## src/rtl/disparity_stream_postproc.sv

```systemverilog
// disparity_stream_postproc: post-processes the stereo matcher's disparity stream.
// It fills holes from the last good value in the row and tags each pixel with
// start-of-frame and end-of-line. A FIFO then presents the results on a
// valid/ready port with first-word fall-through.
// Optional feature: define MEDIAN3_EN to insert a causal 3-tap horizontal median
// between the fill stage and the FIFO. This adds one cycle of latency.
module disparity_stream_postproc #(
    parameter int          ROW_LEN    = 310,
    parameter int          NUM_ROWS   = 238,
    parameter int          FIFO_DEPTH = 16,
    parameter logic [7:0]  HOLE_VAL   = 8'd0
) (
    input  logic                          clk,
    input  logic                          rst_n,
    input  logic [7:0]                    disp_in,
    input  logic                          disp_valid,
    output logic [7:0]                    m_data,
    output logic                          m_sof,
    output logic                          m_eol,
    output logic                          m_valid,
    input  logic                          m_ready,
    input  logic                          clr_ovf,
    output logic                          ovf_sticky,
    output logic                          frame_done,
    output logic [$clog2(FIFO_DEPTH):0]   fifo_level
);
    localparam int AW = $clog2(FIFO_DEPTH);
    localparam int LW = AW + 1;
    localparam int CW = (ROW_LEN  > 1) ? $clog2(ROW_LEN)  : 1;
    localparam int RW = (NUM_ROWS > 1) ? $clog2(NUM_ROWS) : 1;

    // Position counters and the last-good register.
    logic [CW-1:0] col_q, col_d;
    logic [RW-1:0] row_q, row_d;
    logic [7:0]    lg_q, lg_d;
    logic          lg_vld_q, lg_vld_d;
    logic [7:0]    fill_d;
    logic          col_last, row_last;

    // Stage A output register.
    logic          a_vld_q;
    logic [7:0]    a_data_q;
    logic          a_sof_q, a_eol_q, a_last_q;

    // Word that is pushed into the FIFO, taken from stage A or from the median stage.
    logic          p_vld, p_sof, p_eol, p_last;
    logic [7:0]    p_data;

    assign col_last = (col_q == CW'(ROW_LEN - 1));
    assign row_last = (row_q == RW'(NUM_ROWS - 1));

    // Fill decision and next position. Clearing lg_vld at row end keeps fills inside one row.
    always_comb begin
        // NOTE: every always_comb output gets a default first, so no path can infer a latch.
        fill_d   = HOLE_VAL;
        col_d    = col_q;
        row_d    = row_q;
        lg_d     = lg_q;
        lg_vld_d = lg_vld_q;
        if (disp_in != HOLE_VAL) begin
            fill_d   = disp_in;
            lg_d     = disp_in;
            lg_vld_d = 1'b1;
        end else if (lg_vld_q) begin
            fill_d = lg_q;
        end
        if (col_last) begin
            col_d    = '0;
            lg_vld_d = 1'b0;
            row_d    = row_last ? '0 : row_q + RW'(1);
        end else begin
            col_d = col_q + CW'(1);
        end
    end

    // Stage A registers: the counters update and the filled pixel is captured on each accepted sample.
    always_ff @(posedge clk or negedge rst_n) begin
        if (!rst_n) begin
            col_q    <= '0;
            row_q    <= '0;
            lg_q     <= '0;
            lg_vld_q <= 1'b0;
            a_vld_q  <= 1'b0;
            a_data_q <= '0;
            a_sof_q  <= 1'b0;
            a_eol_q  <= 1'b0;
            a_last_q <= 1'b0;
        end else begin
            // NOTE: sequential state uses non-blocking assignments, so every register samples pre-edge values.
            a_vld_q <= disp_valid;
            if (disp_valid) begin
                col_q    <= col_d;
                row_q    <= row_d;
                lg_q     <= lg_d;
                lg_vld_q <= lg_vld_d;
                a_data_q <= fill_d;
                a_sof_q  <= (row_q == '0) && (col_q == '0);
                a_eol_q  <= col_last;
                a_last_q <= col_last && row_last;
            end
        end
    end

`ifdef MEDIAN3_EN
    logic          a_bol_q;
    logic [7:0]    h1_q, h2_q;
    logic [1:0]    hcnt_q;
    logic          md_vld_q, md_sof_q, md_eol_q, md_last_q;
    logic [7:0]    md_data_q;

    function automatic logic [7:0] med3(input logic [7:0] a, input logic [7:0] b,
                                        input logic [7:0] c);
        logic [7:0] lo, hi, m;
        lo = (a < b) ? a : b;
        hi = (a < b) ? b : a;
        m  = (hi < c) ? hi : c;
        return (lo > m) ? lo : m;
    endfunction

    // Begin-of-line flag that travels alongside the stage A output.
    always_ff @(posedge clk or negedge rst_n) begin
        if (!rst_n)          a_bol_q <= 1'b0;
        else if (disp_valid) a_bol_q <= (col_q == '0);
    end

    // Median stage: cols 0 and 1 pass through; from col 2 on, the output is median(f[c-2], f[c-1], f[c]).
    always_ff @(posedge clk or negedge rst_n) begin
        if (!rst_n) begin
            h1_q      <= '0;
            h2_q      <= '0;
            hcnt_q    <= '0;
            md_vld_q  <= 1'b0;
            md_data_q <= '0;
            md_sof_q  <= 1'b0;
            md_eol_q  <= 1'b0;
            md_last_q <= 1'b0;
        end else begin
            md_vld_q <= a_vld_q;
            if (a_vld_q) begin
                md_sof_q  <= a_sof_q;
                md_eol_q  <= a_eol_q;
                md_last_q <= a_last_q;
                h1_q      <= a_data_q;
                h2_q      <= h1_q;
                if (a_bol_q) begin
                    hcnt_q    <= 2'd1;
                    md_data_q <= a_data_q;
                end else if (hcnt_q != 2'd2) begin
                    hcnt_q    <= 2'd2;
                    md_data_q <= a_data_q;
                end else begin
                    md_data_q <= med3(h2_q, h1_q, a_data_q);
                end
            end
        end
    end

    assign p_vld  = md_vld_q;
    assign p_data = md_data_q;
    assign p_sof  = md_sof_q;
    assign p_eol  = md_eol_q;
    assign p_last = md_last_q;
`else
    assign p_vld  = a_vld_q;
    assign p_data = a_data_q;
    assign p_sof  = a_sof_q;
    assign p_eol  = a_eol_q;
    assign p_last = a_last_q;
`endif

    // Output FIFO holding {sof, eol, data} entries.
    logic [9:0]    mem_q [FIFO_DEPTH];
    logic [AW-1:0] wr_ptr_q, rd_ptr_q;
    logic [LW-1:0] level_q;
    logic          full, empty, pop, push_ok;
    logic [9:0]    head;

    assign full    = (level_q == LW'(FIFO_DEPTH));
    assign empty   = (level_q == '0);
    assign pop     = !empty && m_ready;
    assign push_ok = p_vld && (!full || pop);
    assign head    = mem_q[rd_ptr_q];

    // Storage writes. The contents are qualified by level, so the array needs no reset.
    always_ff @(posedge clk) begin
        // NOTE: the memory array is not reset; stale entries are never visible while the FIFO is empty.
        if (push_ok) mem_q[wr_ptr_q] <= {p_sof, p_eol, p_data};
    end

    // Pointer, level and overflow tracking. When overflow and clear happen in the same cycle, overflow wins.
    always_ff @(posedge clk or negedge rst_n) begin
        if (!rst_n) begin
            wr_ptr_q   <= '0;
            rd_ptr_q   <= '0;
            level_q    <= '0;
            ovf_sticky <= 1'b0;
        end else begin
            if (push_ok) wr_ptr_q <= wr_ptr_q + AW'(1);
            if (pop)     rd_ptr_q <= rd_ptr_q + AW'(1);
            case ({push_ok, pop})
                2'b10:   level_q <= level_q + LW'(1);
                2'b01:   level_q <= level_q - LW'(1);
                default: level_q <= level_q;
            endcase
            if (p_vld && !push_ok) ovf_sticky <= 1'b1;
            else if (clr_ovf)      ovf_sticky <= 1'b0;
        end
    end

    assign m_valid    = !empty;
    assign m_data     = m_valid ? head[7:0] : 8'd0;
    assign m_eol      = m_valid & head[8];
    assign m_sof      = m_valid & head[9];
    assign fifo_level = level_q;
    assign frame_done = push_ok && p_last;

endmodule

```

## config.mk

```make
export PLATFORM = sky130hd
export DESIGN_NAME = disparity_stream_postproc
export DESIGN_NICKNAME = d
export VERILOG_FILES = /design/src/rtl/disparity_stream_postproc.sv
export SDC_FILE = /design/constraint.sdc
export NUM_CORES = 1
export LEC_CHECK = 0
export BUFFER_PORTS_ARGS = -buffer_cell sky130_fd_sc_hd__buf_2
export CORE_MARGIN = 4
export CORE_UTILIZATION = 45
export DETAILED_ROUTE_END_ITERATION = 8
export GPL_ROUTABILITY_DRIVEN = 0
export MAX_ROUTING_LAYER = met4
export PLACE_DENSITY_LB_ADDON = 0.25
export SLEW_MARGIN = 20
export SYNTH_ARGS = -nofsm -noshare
export SYNTH_HDL_FRONTEND = slang
export SYNTH_SLANG_ARGS = --single-unit
export TNS_END_PERCENT = 50
```

## constraint.sdc

```tcl
create_clock -name clk -period 4.3 [get_ports clk]
set_input_delay 0.215 -clock clk [delete_from_list [all_inputs] [get_ports clk]]
set_output_delay 0.215 -clock clk [all_outputs]
set_load 0.01 [all_outputs]
```

* Word-level counts from Yosys, hierarchy flattened
Memories as Yosys holds them, arrays and structs flattened.
Index checks and enable logic that the tools add are counted.
** Word-level totals
- Logic and storage cells :: 59
- Input bits :: 13
- Bits in registers :: 52
- Memory bits (read-only) :: 0
- Memories kept :: 1
- Output and inout bits :: 18
- Bits in latches :: 0
- Memory bits (writable) :: 160
** Operators by class
- Bitwise gates (word level) :: 2
- Equality and inequality tests :: 5
- Div/mod/pow operators :: 0
- Add/subtract/negate cells :: 6
- Magnitude comparators :: 0
- $mul :: 0
- Muxes and demuxes :: 12
- Reduce and logical (&&, ||, !) cells :: 20
- Shifts and indexed selects :: 0
** Memories
- mem_q :: depth 16, bits a word 10, read ports 1, clocked after memory_dff 0, wr ports 1, RTL line 172 : logic [9:0] mem_q [FIFO_DEPTH];
** Operator list (number)
- 8-bit two-way mux :: 4
- 5-bit one-hot mux with 2 select lines :: 1
- 9-bit by 1-bit adder with 9-bit output, second input constant :: 1
- 9-bit == test, second input constant :: 1
- 9-bit zero test :: 1
- 9-bit two-way mux :: 1
- 4-bit by 1-bit adder with 4-bit output, second input constant :: 2
- 8-bit by 1-bit adder with 8-bit output, second input constant :: 1
- 8-bit == test, second input constant :: 1
- 8-bit zero test :: 1
- 8-bit nonzero test :: 1
- 1-bit logical AND :: 6
- 1-bit two-way mux :: 6
- 2-bit AND reduction :: 3
- 2-bit nonzero test :: 3
- 5-bit by 1-bit adder with 5-bit output, second input constant :: 1
- 5-bit == test, second input constant :: 1
- 5-bit zero test :: 1
- 5-bit by 1-bit subtractor with 5-bit output, second input constant :: 1
- 1-bit zero test :: 3
- 1-bit bitwise AND :: 2
- 2-bit by 1-bit == test with 1-bit output, second input constant :: 1
- 2-bit == test, second input constant :: 1
- 1-bit logical OR :: 1

* Depth between registers and ports, before layout
Gate-level depths: netlist (run 1).
- Depth after elaboration :: 8
- Depth in mapped cells :: 10
- Mapped depth without buffers :: 9

* Worst setup path before layout (run 1)
OpenSTA, ideal clock, no wires.
- Kind :: reg2reg
- From :: register level_q[1] (netlist: fifo_level[1])
- To :: register level_q[4] (netlist: fifo_level[4])
- Cell stages (with the launch flop) :: 11
- Clock period less this slack :: 2.502 ns
- Slack :: 1.798 ns
- Required time :: 4.213 ns
- Arrival :: 2.415 ns
- Buffers on the path :: 1
- Setup time :: 0.087 ns
- Cells stage by stage :: dfrtp_1 -> nor4_1 -> nand2b_1 -> clkbuf_1 -> nand3_1 -> inv_1 -> ha_1 -> nand2b_1 -> a2111o_1 -> o31a_1 -> o211ai_1
** Between the ends
- Longest elaborated chain between the ends :: 7
- Elaborated cells between the ends (all ways) :: 13
- Classes of those cells :: add/sub: 2; eq/ne: 3; mux: 1; reduce/logical: 7
** RTL lines
- start: declaration :: RTL line 174 : logic [LW-1:0] level_q;
- start signal: assignment :: RTL line 201 : 2'b10: level_q <= level_q + LW'(1);
- start signal: assignment :: RTL line 202 : 2'b01: level_q <= level_q - LW'(1);
- start signal: assignment :: RTL line 203 : default: level_q <= level_q;
- 5-bit zero test * :: RTL line 179 : assign empty = (level_q == '0);
- 1-bit zero test *
- via m_valid :: RTL line 20 : output logic m_valid,
- 1-bit logical AND * :: RTL line 180 : assign pop = !empty && m_ready;
- 1-bit logical OR :: RTL line 181 : assign push_ok = p_vld && (!full || pop);
- 1-bit logical AND :: RTL line 181
- 2-bit by 1-bit == test with 1-bit output or 2-bit == test (tied branches) :: RTL line 200 : case ({push_ok, pop})
- 5-bit one-hot mux with 2 select lines or 2-bit nonzero test (tied branches)
Mark *: on every way through the listed nets, which the timed path passes. The rest lies on a longest branch.
A chain may end at the register's enable or synchronous reset.

* Worst setup path in the final report (run 1)
- From :: register rd_ptr_q[1]
- To :: output port m_data[6]
** Between the ends
- Longest elaborated chain between the ends :: 2
** RTL lines
- start: declaration :: RTL line 173 : logic [AW-1:0] wr_ptr_q, rd_ptr_q;
- start signal: assignment :: RTL line 199 : if (pop) rd_ptr_q <= rd_ptr_q + AW'(1);
- memory read 16 x 10 bit
- 8-bit two-way mux :: RTL line 211 : assign m_data = m_valid ? head[7:0] : 8'd0;
- end: declaration :: RTL line 17 : output logic [7:0] m_data,
Every way passes these cells.

==> tab_implementation.tex, run 1 <==
\begin{tabular}{lr}
\hline
Metric & Value \\
\hline
\multicolumn{2}{l}{\textbf{Logic synthesis}} \\
\quad Post-Syn Area per Cell & 16.4 sq um \\
\quad Synthesized Nets & approximately 570 \\
\quad Count of unique library cells instantiated by Yosys & 53 \\
\quad Summed instance area of the synthesized netlist & 8830 sq um \\
\quad Area contributors post-synth & sky130\_fd\_sc\_hd\_\_edfxtp\_1 (54\%), sky130\_fd\_sc\_hd\_\_dfrtp\_1 (15\%), sky130\_fd\_sc\_hd\_\_mux4\_2 (10\%) \\
\quad Ranking of synthesized cells by instance count & sky130\_fd\_sc\_hd\_\_edfxtp\_1 (160), sky130\_fd\_sc\_hd\_\_dfrtp\_1 (52), sky130\_fd\_sc\_hd\_\_mux4\_2 (40) \\
\quad Share of flip-flops with an asynchronous set or reset & 0.245 \\
\quad Most frequently used flop master after synthesis & sky130\_fd\_sc\_hd\_\_edfxtp\_1 \\
\quad Most numerous cell in the Yosys netlist & sky130\_fd\_sc\_hd\_\_edfxtp\_1 \\
\quad Synth area leader & sky130\_fd\_sc\_hd\_\_edfxtp\_1 \\
\quad Number of warning messages in the yosys log & 0 \\
\quad Number of instances in the synthesized netlist & 540 \\
\quad Yosys reg bits & about 210 \\
\quad Post-synth EDFFs & 160 \\
\quad Area share of the leading cell type in the synthesized netlist & 0.544 \\
\quad Register area share after synthesis & 0.691 \\
\multicolumn{2}{l}{\textbf{Floorplanning}} \\
\quad Height of the die & 148 um \\
\quad I/O pins & 31 \\
\quad Total core area & about 19000 sq um \\
\quad Initial Util & 0.464 \\
\quad Total Die Area & $\sim$22000 sq um \\
\quad Die Width & 148 um \\
\quad Number of core rows & 50 \\
\multicolumn{2}{l}{\textbf{Drt}} \\
\quad DRC violation count after routing & 0 \\
\quad Iter 0 DRT Violations & 239 \\
\quad Final routed wirelength across all metal layers & 16500 um \\
\quad Length of the first detailed-routing pass in iterations & 5 \\
\quad Antenna viol nets, final & 0 \\
\quad Final routed wire length divided by cell count & about 19 um \\
\quad Via count of the routed design & 4718 \\
\quad Vias per Instance & roughly 5.5 \\
\multicolumn{2}{l}{\textbf{Worst setup path}} \\
\quad CP max FO & 32 \\
\quad Worst Path Arrival & about 2.9 ns \\
\quad Endpoint type of the worst setup path & output pin \\
\quad Instance count on the critical path & 5 \\
\quad Required @ worst endpoint & 4.09 ns \\
\quad Cell-by-cell listing of the critical path & mux4\_2 -> mux2\_2 -> o21ai\_0 -> a21oi\_1 -> buf\_2 \\
\quad Depth of the worst register-to-register path & 9 \\
\quad Setup CP Type & reg -> out \\
\quad Cell family contributing the most delay on the critical path & flip-flops \\
\quad Cell with the largest stage delay on the worst path & sky130\_fd\_sc\_hd\_\_dfrtp\_2 \\
\quad Worst reg-to-reg setup slack & 1.39 ns \\
\quad Type of element launching the critical path & flop \\
\quad Delay of the slowest cell on the worst path & around 0.98 ns \\
\quad Buf/Inv on CP & 1 \\
\multicolumn{2}{l}{\textbf{STA}} \\
\quad Number of failing setup endpoints in the final timing report & 0 \\
\quad Total count of max-transition violations in the final report & 0 \\
\quad Final hold viol count & 0 \\
\quad Post-layout minimum cycle time & 3.10 ns \\
\quad Setup repair after global routing missed its margin & false \\
\quad Setup TNS & 0 ns \\
\quad Post-Route Hold Slack & approximately 0.066 ns \\
\quad Period utilization & 0.722 \\
\quad Clock Skew & 0.0138 ns \\
\quad Pin slew with the least headroom to its limit & 1.05 ns \\
\quad Post-route worst setup slack & 1.20 ns \\
\quad Maximum clock frequency & 0.322 GHz \\
\quad Rel. slew slack & 0.299 \\
\multicolumn{2}{l}{\textbf{Status}} \\
\quad Outcome & complete, no violations \\
\multicolumn{2}{l}{\textbf{Global routing}} \\
\quad Global-route met3 utilization & 0.0241 \\
\quad First-pass GRT wire length & 27000 um \\
\quad Vias in the first global route & $\sim$4900 \\
\quad Overflow after GRT & 0 \\
\quad Routing layer with the top usage in global route & met2 \\
\quad Met1 Resource Use GR & 0.222 \\
\quad Initial antenna violation count & 0 \\
\quad Met2 Track Usage GR & 0.259 \\
\quad Total routing resource utilization after global routing & 0.161 \\
\quad Pin count of the biggest net entering global routing & 53 \\
\multicolumn{2}{l}{\textbf{Final layout}} \\
\quad \# diodes & 0 \\
\quad Area grow syn2layout & 15.3\% \\
\quad Nets & approximately 620 \\
\quad Number of standard cells in the final layout excluding fillers & 863 \\
\quad Layout cells sized above 1 & 0.227 \\
\quad Fillcell total & around 1600 \\
\multicolumn{2}{l}{\textbf{Placement}} \\
\quad Number of instances in the placed design & 812 \\
\quad Setup slack at placement & 1.44 ns \\
\quad Half-perimeter wire length after placement & between 10000 and 15000 um \\
\quad Port Buffer Count & 30 \\
\multicolumn{2}{l}{\textbf{Clock tree}} \\
\quad Longest Clk Path Bufs & 3 \\
\quad CTS H-tree depth & 1 \\
\quad Clock-pin slew of the registers on the worst-case setup and hold paths & $\sim$0.060 ns \\
\quad CTS tree & done \\
\quad Number of post-CTS setup repair buffers & 0 \\
\quad TritonCTS Sinks & $\sim$210 \\
\quad TritonCTS buffer count & 23 \\
\quad Master cell of the clock root buffer & sky130\_fd\_sc\_hd\_\_clkbuf\_16 \\
\quad Number of gates resized after CTS & 0 \\
\quad Clock insertion delay at the later pin of the skew report & 0.50 ns \\
\multicolumn{2}{l}{\textbf{Pwr}} \\
\quad Power density over the cells & 629 nW/um\^{}2 \\
\quad Total power after layout & 6.41 mW \\
\quad Maximum VDD drop & 0.352 mV \\
\quad Standby leakage power & 3.62 nW \\
\multicolumn{2}{l}{\textbf{Worst hold path}} \\
\quad Hold Path Cell Cnt & 3 \\
\quad Worst min-delay path class & in -> reg \\
\multicolumn{2}{l}{\textbf{Flow run}} \\
\quad Maxcap violations & 0 \\
\hline
\end{tabular}
## where the power goes
part | total (mW) | leakage, nW | switching (mW) | internal, mW
clock | 2.01 | 0.371 | 0.772 | 1.24
combinational | 1.51 | 1.18 | 0.695 | 0.810
sequential | 2.90 | 2.07 | 0.421 | 2.47
## metrics by stage
step / cell area (sq um) / util
global placement: 9290 / 0.488
finish: 10200 / 0.536
detailed placement: 9300 / 0.489
CTS: 10200 / 0.536
global route: 10200 / 0.536
floorplan: 8830 / -
## logic make-up (layout without fill, tap and decap cells)
family                   after synthesis  after routing  share of synthesized area
multiplexers                          67             67                      0.136
flip-flops                           212            212                      0.691
AO/OA/AOI/OAI                         77             77                     0.0513
XOR/XNOR                              13             13                     0.0129
buffers and inverters                 45            108                     0.0205
adder cells (fa/ha/maj)               15             15                     0.0221
AND/OR/NAND/NOR                      111            111                     0.0653
## repair_timing
item | CTS | global route
hold endpoints to repair | 61 | 0
hold buffers | 10 | 0
setup endpoints to repair | 0 | 0
## worst reg2reg max path: stages, from the launching register on
cell	delay (ns)
sky130_fd_sc_hd__dfrtp_1	0.43
sky130_fd_sc_hd__nor4_1	0.52
sky130_fd_sc_hd__nand2b_1	0.43
sky130_fd_sc_hd__nand3_1	0.27
sky130_fd_sc_hd__inv_1	0.10
sky130_fd_sc_hd__ha_1	0.34
sky130_fd_sc_hd__nand2b_1	0.09
sky130_fd_sc_hd__a2111o_1	0.39
sky130_fd_sc_hd__o211ai_1	0.11
sky130_fd_sc_hd__o211ai_1	0.10
## cell type report
class / count / area (sq um) / area share
sequential: 212 / 6110 / 0.600
timing repair buffer: 45 / 288 / 0.0283
clock inverter: 15 / 188 / 0.0184
multi-input combinational: 283 / 2600 / 0.255
inverter: 22 / 82.6 / 0.00811
clock buffer: 26 / 597 / 0.0586
tap: 260 / 325 / 0.0319
## path summary, 6_finish.rpt
path	from	endpoint
max	rd_ptr_q[1]	m_data[6]
min	m_ready	rd_ptr_q[2]
max reg2reg	fifo_level[1]	fifo_level[4]
min reg2reg	lg_q[4]	lg_q[4]
max in group asynchronous	rst_n	rd_ptr_q[0]
min in group asynchronous	rst_n	fifo_level[3]
## metal layers
layer  up-vias  part of all wire  routed length, um
li1       2194                 -                  -
met2       105              0.49               8010
met3        27             0.046                763
met1      2392              0.45               7430
met4         0             0.019                312
met5         -                 0                  0
## flip-flops by register name (all words and copies together), names as in the netlist
name	cells
rd_ptr_q	4
mem_q	160
a_sof_q	1
lg_q	8
a_last_q	1
a_vld_q	1
wr_ptr_q	4
a_data_q	8
a_eol_q	1
fifo_level	5
col_q	9
lg_vld_q	1
ovf_sticky	1
row_q	8
## layout by cell type (no fill, tap or decap), types with 4 or more instances in the layout
cell / n
sky130_fd_sc_hd__and4_1: 4
sky130_fd_sc_hd__nor2_1: 20
sky130_fd_sc_hd__mux2_2: 11
sky130_fd_sc_hd__dlygate4sd3_1: 10
sky130_fd_sc_hd__mux4_2: 40
sky130_fd_sc_hd__buf_2: 30
sky130_fd_sc_hd__and3_1: 4
sky130_fd_sc_hd__nand2b_1: 4
sky130_fd_sc_hd__inv_1: 22
sky130_fd_sc_hd__o21ai_0: 20
sky130_fd_sc_hd__dfrtp_1: 49
sky130_fd_sc_hd__ha_1: 14
sky130_fd_sc_hd__clkinv_1: 5
sky130_fd_sc_hd__bufinv_16: 4
sky130_fd_sc_hd__nand3_1: 15
sky130_fd_sc_hd__clkbuf_16: 23
sky130_fd_sc_hd__buf_4: 5
sky130_fd_sc_hd__xnor2_1: 10
sky130_fd_sc_hd__and2_1: 11
sky130_fd_sc_hd__nand2_1: 29
sky130_fd_sc_hd__edfxtp_1: 160
sky130_fd_sc_hd__mux2i_1: 12
sky130_fd_sc_hd__nor2_2: 4
sky130_fd_sc_hd__a21oi_1: 33
Note: power is estimated with default switching activity, not from simulation.
==> run 2, diff against run 1 <==
ABC_AREA = 1   (was default)
clock period = 3.2 ns   (was 4.3 ns; I/O delays follow)
==> run 2 against run 1 <==
Against the previous run:
- sequential power is 25% higher
- sequential share of layout area decreased by 1.5 points
- total power increased by 40%
- clock skew shrank 0.0030 ns
- worst hold slack worse by 0.0014 ns
- worst setup slack worse by 0.59 ns
- cell area rose by 2.6%
- global-route usage is 2.8 points higher
- largest cell class unchanged
- highest routed layer unchanged
==> tab_implementation.tex, run 2 <==
\begin{tabular}{lr}
\hline
Metric & Value \\
\hline
\multicolumn{2}{l}{\textbf{Placement}} \\
\quad Setup slack at placement & 0.966 ns (was 1.44 ns) \\
\quad Half-perimeter wire length after placement & 12400 um (was 10500 um) \\
\quad Total placed instance area & 9640 sq um (was 9300 sq um) \\
\quad Port Buffer Count & 30 (unchanged) \\
\multicolumn{2}{l}{\textbf{Drt}} \\
\quad Iter 0 DRT Violations & 558 (was 239) \\
\quad Antenna viol nets, final & 0 (unchanged) \\
\quad Via count of the routed design & 6179 (was 4718) \\
\quad Final routed wire length divided by cell count & 17.4 um (was 19.1 um) \\
\quad DRC violation count after routing & 0 (unchanged) \\
\quad Final routed wirelength across all metal layers & 20600 um (was 16500 um) \\
\quad Length of the first detailed-routing pass in iterations & 5 (unchanged) \\
\quad Vias per Instance & 5.23 (was 5.47) \\
\multicolumn{2}{l}{\textbf{Logic synthesis}} \\
\quad Count of unique library cells instantiated by Yosys & 43 (was 53) \\
\quad Register area share after synthesis & 0.656 (was 0.691) \\
\quad Number of instances in the synthesized netlist & 856 (was 540) \\
\quad Summed instance area of the synthesized netlist & 9300 sq um (was 8830 sq um) \\
\quad Synthesized Nets & 884 (was 568) \\
\quad Area share of the leading cell type in the synthesized netlist & 0.516 (was 0.544) \\
\quad Most frequently used flop master after synthesis & sky130\_fd\_sc\_hd\_\_edfxtp\_1 (unchanged) \\
\quad Yosys reg bits & 212 (unchanged) \\
\quad Post-Syn Area per Cell & 10.9 sq um (was 16.4 sq um) \\
\quad Area contributors post-synth & sky130\_fd\_sc\_hd\_\_edfxtp\_1 (52\%), sky130\_fd\_sc\_hd\_\_dfrtp\_1 (14\%), sky130\_fd\_sc\_hd\_\_nand2\_1 (10\%) (was sky130\_fd\_sc\_hd\_\_edfxtp\_1 (54\%), sky130\_fd\_sc\_hd\_\_dfrtp\_1 (15\%), sky130\_fd\_sc\_hd\_\_mux4\_2 (10\%)) \\
\quad Ranking of synthesized cells by instance count & sky130\_fd\_sc\_hd\_\_nand2\_1 (259), sky130\_fd\_sc\_hd\_\_edfxtp\_1 (160), sky130\_fd\_sc\_hd\_\_nand3\_1 (148) (was sky130\_fd\_sc\_hd\_\_edfxtp\_1 (160), sky130\_fd\_sc\_hd\_\_dfrtp\_1 (52), sky130\_fd\_sc\_hd\_\_mux4\_2 (40)) \\
\quad Share of flip-flops with an asynchronous set or reset & 0.245 (unchanged) \\
\quad Post-synth EDFFs & 160 (unchanged) \\
\quad Most numerous cell in the Yosys netlist & sky130\_fd\_sc\_hd\_\_nand2\_1 (was sky130\_fd\_sc\_hd\_\_edfxtp\_1) \\
\quad Synth area leader & sky130\_fd\_sc\_hd\_\_edfxtp\_1 (unchanged) \\
\quad Number of warning messages in the yosys log & 0 (unchanged) \\
\multicolumn{2}{l}{\textbf{Final layout}} \\
\quad Register with the highest flop count & mem\_q (unchanged) \\
\quad Final non-filler cell area & 10500 sq um (was 10200 sq um) \\
\quad Most common library cell in the layout ignoring fill and taps & sky130\_fd\_sc\_hd\_\_nand2\_1 (was sky130\_fd\_sc\_hd\_\_edfxtp\_1) \\
\quad Biggest regs & mem\_q x160, col\_q x9 (unchanged) \\
\quad Number of flip-flops in the largest register & 160 (unchanged) \\
\quad Storage cell area & 6110 sq um (about the same) \\
\quad \# diodes & 0 (unchanged) \\
\quad Fillcell total & 1833 (was 1552) \\
\quad Total area of multi-input combinational cells & 2710 sq um (was 2600 sq um) \\
\quad Most frequent cells in the layout & sky130\_fd\_sc\_hd\_\_nand2\_1 (259), sky130\_fd\_sc\_hd\_\_edfxtp\_1 (160), sky130\_fd\_sc\_hd\_\_nand3\_1 (148) (was sky130\_fd\_sc\_hd\_\_edfxtp\_1 (160), sky130\_fd\_sc\_hd\_\_dfrtp\_1 (49), sky130\_fd\_sc\_hd\_\_mux4\_2 (40)) \\
\quad Nets & 926 (was 615) \\
\quad Area grow syn2layout & 12.3\% (was 15.3\%) \\
\quad Layout cells sized above 1 & 0.114 (was 0.227) \\
\multicolumn{2}{l}{\textbf{Pwr}} \\
\quad Maximum VDD drop & 0.619 mV (was 0.352 mV) \\
\quad Power density over the cells & 861 nW/um\^{}2 (was 629 nW/um\^{}2) \\
\quad Standby leakage power & 4.23 nW (was 3.62 nW) \\
\multicolumn{2}{l}{\textbf{Global routing}} \\
\quad Initial antenna violation count & 0 (unchanged) \\
\quad Vias in the first global route & 5920 (was 4875) \\
\quad Total routing resource utilization after global routing & 0.189 (was 0.161) \\
\quad Overflow after GRT & 0 (unchanged) \\
\quad First-pass GRT wire length & 32800 um (was 27000 um) \\
\quad Pin count of the biggest net entering global routing & 82 (was 53) \\
\multicolumn{2}{l}{\textbf{Worst hold path}} \\
\quad Worst min-delay path class & in -> reg (unchanged) \\
\quad Hold Path Cell Cnt & 1 (was 3) \\
\quad Hold path startpoint & disp\_valid (was m\_ready) \\
\multicolumn{2}{l}{\textbf{Worst setup path}} \\
\quad Setup CP Type & reg -> out (unchanged) \\
\quad Type of element launching the critical path & flop (unchanged) \\
\quad CP startpoint & rd\_ptr\_q[0] (was rd\_ptr\_q[1]) \\
\quad RR Startpoint & fifo\_level[4] (was fifo\_level[1]) \\
\quad CP max FO & 81 (was 32) \\
\quad Depth of the worst register-to-register path & 7 (was 9) \\
\quad Endpoint type of the worst setup path & output pin (unchanged) \\
\quad Required @ worst endpoint & 3.04 ns (was 4.09 ns) \\
\quad Worst Path Arrival & 2.44 ns (was 2.89 ns) \\
\multicolumn{2}{l}{\textbf{STA}} \\
\quad Setup repair after global routing missed its margin & false (unchanged) \\
\quad Number of failing setup endpoints in the final timing report & 0 (unchanged) \\
\quad Final hold viol count & 0 (unchanged) \\
\quad Period utilization & 0.812 \\
\quad Post-layout minimum cycle time & 2.60 ns \\
\quad Rel. slew slack & 0.335 (was 0.299) \\
\quad Clock Skew & 0.0109 ns (was 0.0138 ns) \\
\quad Total count of max-transition violations in the final report & 0 (unchanged) \\
\quad Pin slew with the least headroom to its limit & 0.994 ns (was 1.05 ns) \\
\quad Maximum clock frequency & 0.385 GHz \\
\quad Setup TNS & 0 ns (unchanged) \\
\quad Post-route worst setup slack & 0.603 ns (was 1.20 ns) \\
\multicolumn{2}{l}{\textbf{Floorplanning}} \\
\quad Die Width & 152 um (was 148 um) \\
\quad Height of the die & 152 um (was 148 um) \\
\quad I/O pins & 31 (unchanged) \\
\quad Total Die Area & 23000 sq um (was 21900 sq um) \\
\quad Number of core rows & 52 (was 50) \\
\quad Initial Util & 0.458 (was 0.464) \\
\quad Total core area & 20300 sq um (was 19000 sq um) \\
\multicolumn{2}{l}{\textbf{Clock tree}} \\
\quad Longest Clk Path Bufs & 3 (unchanged) \\
\quad TritonCTS Sinks & 212 (unchanged) \\
\quad CTS H-tree depth & 1 (unchanged) \\
\quad Number of post-CTS setup repair buffers & 0 (unchanged) \\
\quad CTS tree & done (unchanged) \\
\quad Clock insertion delay at the later pin of the skew report & 0.50 ns (about the same) \\
\quad Master cell of the clock root buffer & sky130\_fd\_sc\_hd\_\_clkbuf\_16 (unchanged) \\
\quad TritonCTS buffer count & 23 (unchanged) \\
\quad Clock-pin slew of the registers on the worst-case setup and hold paths & 0.06 ns (about the same) \\
\multicolumn{2}{l}{\textbf{Status}} \\
\quad Outcome & complete, no violations (unchanged) \\
\multicolumn{2}{l}{\textbf{Flow run}} \\
\quad Maxcap violations & 0 (unchanged) \\
\hline
\end{tabular}
-- run 2: changes by cell type after synthesis, sizes merged, moves of 18 or more --
cell	previous run	this run
a21oi	33	14
inv	22	51
nand3	15	150
nor2	24	42
buf	12	32
nand2	29	261
mux4	40	0
-- run 2: worst max-delay path: stages, from the launching register on --
cell and delay [ns]:
sky130_fd_sc_hd__dfrtp_2 0.52, sky130_fd_sc_hd__inv_8 0.39, sky130_fd_sc_hd__nand2_1 0.10, sky130_fd_sc_hd__nand3_1 0.09, sky130_fd_sc_hd__nand3_1 0.15, sky130_fd_sc_hd__nand2_1 0.12
sky130_fd_sc_hd__nand2_1 0.06, sky130_fd_sc_hd__a21oi_1 0.26, sky130_fd_sc_hd__buf_2 0.19
-- run 2: where the power goes --
part / switching (mW) / total (mW) / leakage [nW] / internal [mW]
logic: 1.97 / 2.86 / 1.83 / 0.899
registers: 0.276 / 3.62 / 2.05 / 3.35
clock network: 1.03 / 2.51 / 0.342 / 1.48
-- run 2: per-layer routing --
metal	GRT usage	up-vias	wire length [um]
met5	-	-	0
met4	0.0440	0	414
met3	0.0250	35	912
met2	0.298	139	9860
met1	0.265	3003	9370
li1	-	3002	-
-- run 2: stage by stage --
step	util	hold WS [ns]	total power [mW]	std cells
global placement	0.475	0.156	6.53	1132
detailed placement	0.475	0.166	6.55	1132
floorplan	-	-0.136	5.73	856
finish	0.515	0.0649	9.00	1181
global route	0.515	0.0665	9.54	1181
CTS	0.515	0.0482	9.07	1181
-- run 2: layout make-up --
cell class / instances / area share
clock inverters: 10 / 0.0103
flip-flops and latches: 212 / 0.584
repair buffers: 56 / 0.0369
clock buffers: 28 / 0.0569
inverters: 53 / 0.0202
multi-input cells: 552 / 0.259
well taps: 270 / 0.0323
-- run 2: repair_timing --
action | CTS | global route
endpoints found under the hold margin | 38 | 0
hold buffers | 11 | 0
gates resized for setup | 0 | 0
-- run 2: cells by family (layout without fill, tap and decap cells) --
family / after synthesis / in the layout / synth area share
adders and majority gates: 15 / 15 / 0.0210
AOI/OAI and AO/OA: 50 / 50 / 0.0312
buffers and inverters: 92 / 147 / 0.0529
and+or+nand+nor: 473 / 473 / 0.225
xor gates and xnor gates: 14 / 14 / 0.0140
DFF: 212 / 212 / 0.656
-- run 2: path summary, 6_finish.rpt --
kind	slack, ns	to
max reg2reg	0.96	mem_q[11][7]
min in group asynchronous	0.16	col_q[8]
max	0.60	m_data[6]
max in group asynchronous	2.24	wr_ptr_q[2]
min	0.06	a_vld_q
min reg2reg	0.48	lg_q[2]
